`src/rtl/enc_pkg.sv`:
```
// Shared types and constants for the encrypter core: the LFSR tap table,
// the preamble byte, the minimum preamble length and the FSM state type.
package enc_pkg;

  localparam logic [7:0] PREAMBLE = 8'h7E;
  localparam logic [3:0] MIN_PRE  = 4'd6;

  // Index 0 sits in the low slice: TAP_LUT[0] = 5'h1E ... TAP_LUT[5] = 5'h12.
  localparam logic [5:0][4:0] TAP_LUT = {5'h12, 5'h14, 5'h17, 5'h1B, 5'h1D, 5'h1E};

  typedef enum logic [1:0] {
    IDLE = 2'd0,
    PRE  = 2'd1,
    MSG  = 2'd2,
    DONE = 2'd3
  } enc_state_t;

  // Tap pattern for a selector; out-of-range selectors map to zero and are
  // rejected by the start validation before they are ever used.
  function automatic logic [4:0] tap_of(input logic [2:0] sel);
    logic [4:0] t;
    case (sel)
      3'd0:    t = TAP_LUT[0];
      3'd1:    t = TAP_LUT[1];
      3'd2:    t = TAP_LUT[2];
      3'd3:    t = TAP_LUT[3];
      3'd4:    t = TAP_LUT[4];
      3'd5:    t = TAP_LUT[5];
      default: t = 5'h00;
    endcase
    return t;
  endfunction

  // Requested preamble lengths below the minimum are stretched to it.
  function automatic logic [3:0] eff_pre_of(input logic [3:0] pre_len);
    return (pre_len < MIN_PRE) ? MIN_PRE : pre_len;
  endfunction

endpackage

```
`src/rtl/enc_lfsr.sv`:
```
// 5-bit Fibonacci-style LFSR with synchronous load and advance.
// Shift is left; the new LSB is the parity of state & taps.
module enc_lfsr (
  input  logic       clk,
  input  logic       rst_n,
  input  logic       load,
  input  logic [4:0] seed,
  input  logic       advance,
  input  logic [4:0] taps,
  output logic [4:0] state
);

  logic [4:0] lfsr_q;
  logic [4:0] lfsr_d;

  // Load has priority so a new run always starts from the seed.
  always_comb begin
    lfsr_d = lfsr_q;
    if (load) begin
      lfsr_d = seed;
    end else if (advance) begin
      lfsr_d = {lfsr_q[3:0], ^(lfsr_q & taps)};
    end
  end

  // State register.
  always_ff @(posedge clk or negedge rst_n) begin
    if (!rst_n) begin
      lfsr_q <= 5'h00;
    end else begin
      lfsr_q <= lfsr_d;
    end
  end

  assign state = lfsr_q;

endmodule

```
`src/rtl/encrypter_core.sv`:
```
// Encrypter core: writes a preamble of 0x7E bytes followed by the plaintext
// into the ciphertext region, XORing each byte's low 5 bits with an LFSR.
// Optional build macro ENC_XSUM_EN adds the xsum running-XOR output.
//
//   state | meaning
//   IDLE  | waiting for start after reset
//   PRE   | writing encrypted preamble bytes, cnt = 0..eff_pre-1
//   MSG   | copying encrypted plaintext, cnt = eff_pre..OUT_LEN-1
//   DONE  | run finished (err tells whether it was rejected); start re-arms
module encrypter_core
  import enc_pkg::*;
#(
  parameter logic [7:0] MSG_BASE = 8'd0,
  parameter logic [7:0] ENC_BASE = 8'd128,
  parameter int         OUT_LEN  = 64
) (
  input  logic       clk,
  input  logic       init_n,
  input  logic       start,
  input  logic [2:0] tap_sel,
  input  logic [4:0] seed,
  input  logic [3:0] pre_len,
  output logic [7:0] mem_raddr,
  input  logic [7:0] mem_rdata,
  output logic       mem_we,
  output logic [7:0] mem_waddr,
  output logic [7:0] mem_wdata,
  output logic       busy,
  output logic       done,
  output logic       err
`ifdef ENC_XSUM_EN
  ,
  output logic [7:0] xsum
`endif
);

  localparam logic [7:0] LAST_IDX = 8'(OUT_LEN - 1);

  enc_state_t state_q, state_d;
  logic [7:0] cnt_q, cnt_d;
  logic [3:0] eff_pre_q, eff_pre_d;
  logic [4:0] taps_q, taps_d;
  logic       err_q, err_d;
  logic       lfsr_load;
  logic       lfsr_adv;
  logic [4:0] lfsr;
  logic       cfg_ok;
  logic [7:0] pre_last;

  assign cfg_ok   = (seed != 5'h00) && (tap_sel <= 3'd5);
  assign pre_last = {4'b0, eff_pre_q} - 8'd1;

  enc_lfsr u_lfsr (
    .clk     (clk),
    .rst_n   (init_n),
    .load    (lfsr_load),
    .seed    (seed),
    .advance (lfsr_adv),
    .taps    (taps_q),
    .state   (lfsr)
  );

  // Next-state logic; config is captured only on the accepting edge.
  always_comb begin
    state_d   = state_q;
    cnt_d     = cnt_q;
    eff_pre_d = eff_pre_q;
    taps_d    = taps_q;
    err_d     = err_q;
    lfsr_load = 1'b0;
    lfsr_adv  = 1'b0;
    case (state_q)
      IDLE, DONE: begin
        if (start) begin
          if (cfg_ok) begin
            taps_d    = tap_of(tap_sel);
            eff_pre_d = eff_pre_of(pre_len);
            lfsr_load = 1'b1;
            cnt_d     = 8'd0;
            err_d     = 1'b0;
            state_d   = PRE;
          end else begin
            err_d   = 1'b1;
            state_d = DONE;
          end
        end
      end
      PRE: begin
        lfsr_adv = 1'b1;
        cnt_d    = cnt_q + 8'd1;
        if (cnt_q == pre_last) begin
          state_d = MSG;
        end
      end
      MSG: begin
        lfsr_adv = 1'b1;
        cnt_d    = cnt_q + 8'd1;
        if (cnt_q == LAST_IDX) begin
          state_d = DONE;
        end
      end
      default: state_d = IDLE;
    endcase
  end

  // Memory port and status outputs are decoded straight from the state so
  // an async reset returns them to their idle values immediately.
  always_comb begin
    mem_we    = 1'b0;
    mem_raddr = MSG_BASE;
    mem_waddr = ENC_BASE;
    mem_wdata = 8'h00;
    busy      = 1'b0;
    done      = 1'b0;
    case (state_q)
      PRE: begin
        busy      = 1'b1;
        mem_we    = 1'b1;
        mem_waddr = ENC_BASE + cnt_q;
        mem_wdata = PREAMBLE ^ {3'b000, lfsr};
      end
      MSG: begin
        busy      = 1'b1;
        mem_we    = 1'b1;
        mem_raddr = MSG_BASE + (cnt_q - {4'b0, eff_pre_q});
        mem_waddr = ENC_BASE + cnt_q;
        mem_wdata = {mem_rdata[7:5], mem_rdata[4:0] ^ lfsr};
      end
      DONE: done = 1'b1;
      default: ;
    endcase
  end

  assign err = err_q;

  // Control registers.
  always_ff @(posedge clk or negedge init_n) begin
    if (!init_n) begin
      state_q   <= IDLE;
      cnt_q     <= 8'd0;
      eff_pre_q <= MIN_PRE;
      taps_q    <= 5'h00;
      err_q     <= 1'b0;
    end else begin
      state_q   <= state_d;
      cnt_q     <= cnt_d;
      eff_pre_q <= eff_pre_d;
      taps_q    <= taps_d;
      err_q     <= err_d;
    end
  end

`ifdef ENC_XSUM_EN
  logic [7:0] xsum_q, xsum_d;

  // Running XOR of written bytes, cleared by any start taken in IDLE/DONE.
  always_comb begin
    xsum_d = xsum_q;
    if ((state_q == IDLE || state_q == DONE) && start) begin
      xsum_d = 8'h00;
    end else if (mem_we) begin
      xsum_d = xsum_q ^ mem_wdata;
    end
  end

  // Checksum register.
  always_ff @(posedge clk or negedge init_n) begin
    if (!init_n) begin
      xsum_q <= 8'h00;
    end else begin
      xsum_q <= xsum_d;
    end
  end

  assign xsum = xsum_q;
`endif

endmodule

```
`config.mk`:
```
export PLATFORM = sky130hd
export DESIGN_NAME = encrypter_core
export DESIGN_NICKNAME = d
export VERILOG_FILES = /design/src/rtl/enc_pkg.sv /design/src/rtl/enc_lfsr.sv /design/src/rtl/encrypter_core.sv
export SDC_FILE = /design/constraint.sdc
export NUM_CORES = 1
export LEC_CHECK = 0
export BUFFER_PORTS_ARGS = -buffer_cell sky130_fd_sc_hd__buf_2
export CAP_MARGIN = 20
export CORE_ASPECT_RATIO = 0.9
export CORE_UTILIZATION = 45
export DETAILED_ROUTE_END_ITERATION = 12
export GPL_TIMING_DRIVEN = 0
export PLACE_DENSITY = 0.83
export SYNTH_ARGS = -nofsm -noshare
export SYNTH_HDL_FRONTEND = slang
export SYNTH_SLANG_ARGS = --single-unit
```
`constraint.sdc`:
```
create_clock -name clk -period 4.6 [get_ports clk]
set_input_delay 0.46 -clock clk [delete_from_list [all_inputs] [get_ports clk]]
set_output_delay 0.46 -clock clk [all_outputs]
set_load 0.02 [all_outputs]
```
==> reports/summary.txt <==
status = completed
synth warn = 0
Hold Crit Class = in -> async
final period utilization = 0.6703
Async SR Flop Fraction = 1.000
TritonCTS clock tree = done
initial drt markers = 82
WP data arrival = 2620 ps
IO Port Bufs = 50
Post-CTS Resized = 0
Seq. cell area = 628.1 um2
final critical-path required period = 3083 ps
Worst Setup Path Type = reg -> out
first-pass GRT wire length = 6.030 mm
Post-DP HPWL = 3.117 mm
DR DRC count = 0
Routed Antenna Nets = 0
Syn Inst Count = 210
DIE WIDTH = 68.26 um
power per cell area = 719.4 nW/um2
Clock Skews = 1.307 ps
area occupied by multi-input gates = 1052 um2
WL/cell = 12.67 um
Sink Count = 25
post-synth cell types = 40
Clk Latency, worst-skew pair = 270 ps
Via Count = 1,628
Setup TNS Final = 0 ps
slowest stage delay, CP = 530 ps
worst-margin pin slew = 588.0 ps
Slowest-stage cell, CP = dfstp_2
Antenna Cells = 0
unrepaired setup endpoints after global routing = false
layout filler cell count = 367
Startpoint Class = flip-flop
largest net degree at the start of global routing = 26
Vias/cell = 5.252
nets@finish = 299
fin util = 0.5671
CTS Buffer Depth = 2
Synth Register Bits = 25
crit path buf inv count = 2
FP Rows = 21
IO Pins = 51
initial core utilization = 0.4732
most common cell after layout, fill and taps aside = buf_2
Relative slew margins = 0.6080
hold_buf cts = 0
GRT Util Overall = 0.1946
setup violators final = 0
GRT overflow = 0
WP data required = 4140 ps
Avg Cell Area, Syn = 8.466 um2
synthesis-to-finish area growth = 19.84%
Clk Tree Root Cell = clkbuf_8
layout cell share with drive strength beyond 1 = 0.2235
Synth Flop Type = dfrtp_1
CP delay by family, top = simple AND/OR/NAND/NOR gates
synthesized cell area = 1778 um2
max frequency = 324.3 MHz
global placement routability congestion = 0.8883
crit path cell chain = inv_1 > ha_1 > nor2b_1 > o21ai_0 > a21boi_0 > nor4b_1 > mux2i_1 > buf_2
vias in the first global route = 1,316
syn nets = 244
R2R setup slack = 2370 ps
H-Tree Depth = 1
Core Box Area = 3757 um2
clock-pin slew on the worst setup and hold paths = 80 ps
fin. max-slew vios = 0
most frequent cells in the layout = 50 x buf_2, 23 x dfrtp_1, 20 x nor2_1, 17 x nor2b_1, 16 x nand2_1
post-CTS setup buffers = 0
Max FO, Critical Path = 4
Final Hold Vio Count = 0
max-capacitance violation count = 0
Seq/Total Area, Yosys = 0.3533
Pwr Total = 1.533 mW
Leakage = 1.036 nW
Die H = 61.63 um
First-pass DRT Iterations = 4
Post-synth EDFFs = 0
worst vdd ir = 230.9 uV
routed wire length = 3.927 mm
Num CTS Buffers = 3
Die Area = 4207 um2
initial antenna violation count = 0
CP endpoint kind = output port
[cells by family (layout without fill, tap and decap cells)]
| group | count (synthesis) | in the layout | share of synthesized area |
|---|---|---|---|
| flip-flops | 25 | 25 | 0.3533 |
| AO/OA/AOI/OAI | 45 | 45 | 0.1562 |
| XOR/XNOR | 17 | 17 | 0.08374 |
| multiplexers | 4 | 4 | 0.02322 |
| buffers and inverters | 23 | 77 | 0.05489 |
| adder cells (fa/ha/maj) | 11 | 11 | 0.08163 |
| AND/OR/NAND/NOR | 85 | 85 | 0.2470 |
[power breakdown]
part           switching, mW  internal (mW)  leakage, nW
Sequential            0.0872          0.311        0.309
Clock                 0.0665         0.0620       0.0228
Combinational          0.606          0.401        0.705
Total                  0.760          0.773         1.04
[flip-flops by register name, indices dropped and copies added (netlist names)]
name and count:
state_q 2, err 1, cnt_q 8, u_lfsr.state 5, taps_q 5, eff_pre_q 4
[metrics by stage]
stage,setup WS [ps],instances,area [um2],hold WS [ps]
floorplan,2066,210,1778,164.4
global placement,1916,306,2086,459.9
detailed placement,1881,306,2086,471.0
CTS,1565,310,2131,184.0
global route,1382,310,2131,218.0
finish,1517,310,2131,156.4
[routing by layer]
layer | up-vias | GRT usage | share of wire
met1 | 733 | 0.2847 | 0.47
li1 | 831 | - | -
met2 | 58 | 0.3011 | 0.46
met3 | 6 | 0.01481 | 0.063
met4 | 0 | 0.07143 | 0.016
met5 | - | 0 | 0
[cell type report]
class,instances,share of cell area
Multi-Input combinational cell,162,0.4938
Clock buffer,4,0.02114
Tap cell,46,0.02701
Timing Repair Buffer,50,0.1174
Sequential cell,25,0.2948
Inverter,12,0.02114
Buffer,11,0.02466
[synth_stat cells, types with 2 or more instances]
cell type / instances / share of area
a21oi_1: 15 / 0.042
dfrtp_1: 23 / 0.32
a21o_1: 2 / 0.0084
inv_1: 12 / 0.025
clkbuf_1: 9 / 0.019
nand3_1: 9 / 0.025
nor3_1: 4 / 0.011
or4_1: 2 / 0.0084
dfstp_2: 2 / 0.030
ha_1: 10 / 0.070
nand2b_1: 2 / 0.0070
nor2_1: 20 / 0.042
xor2_1: 6 / 0.030
a22oi_1: 2 / 0.0084
xnor2_1: 11 / 0.054
mux2i_1: 3 / 0.017
and2_1: 2 / 0.0070
o31ai_1: 3 / 0.013
nand4_1: 3 / 0.011
nor2b_1: 17 / 0.060
o21ai_0: 13 / 0.037
a221o_1: 4 / 0.023
nor3b_1: 4 / 0.017
nand2_1: 16 / 0.034
[final timing paths]
kind / from / endpoint / cells after the start
max: eff_pre_q[1] / mem_raddr[7] / 8
max reg2reg: state_q[0] / cnt_q[3] / 7
min in group clk: pre_len[0] / eff_pre_q[0] / 3
min reg2reg: taps_q[1] / taps_q[1] / 2
min: init_n / u_lfsr.state[4] / 1
max in group asynchronous: init_n / eff_pre_q[2] / 1
Note: power is estimated with default switching activity, not from simulation.
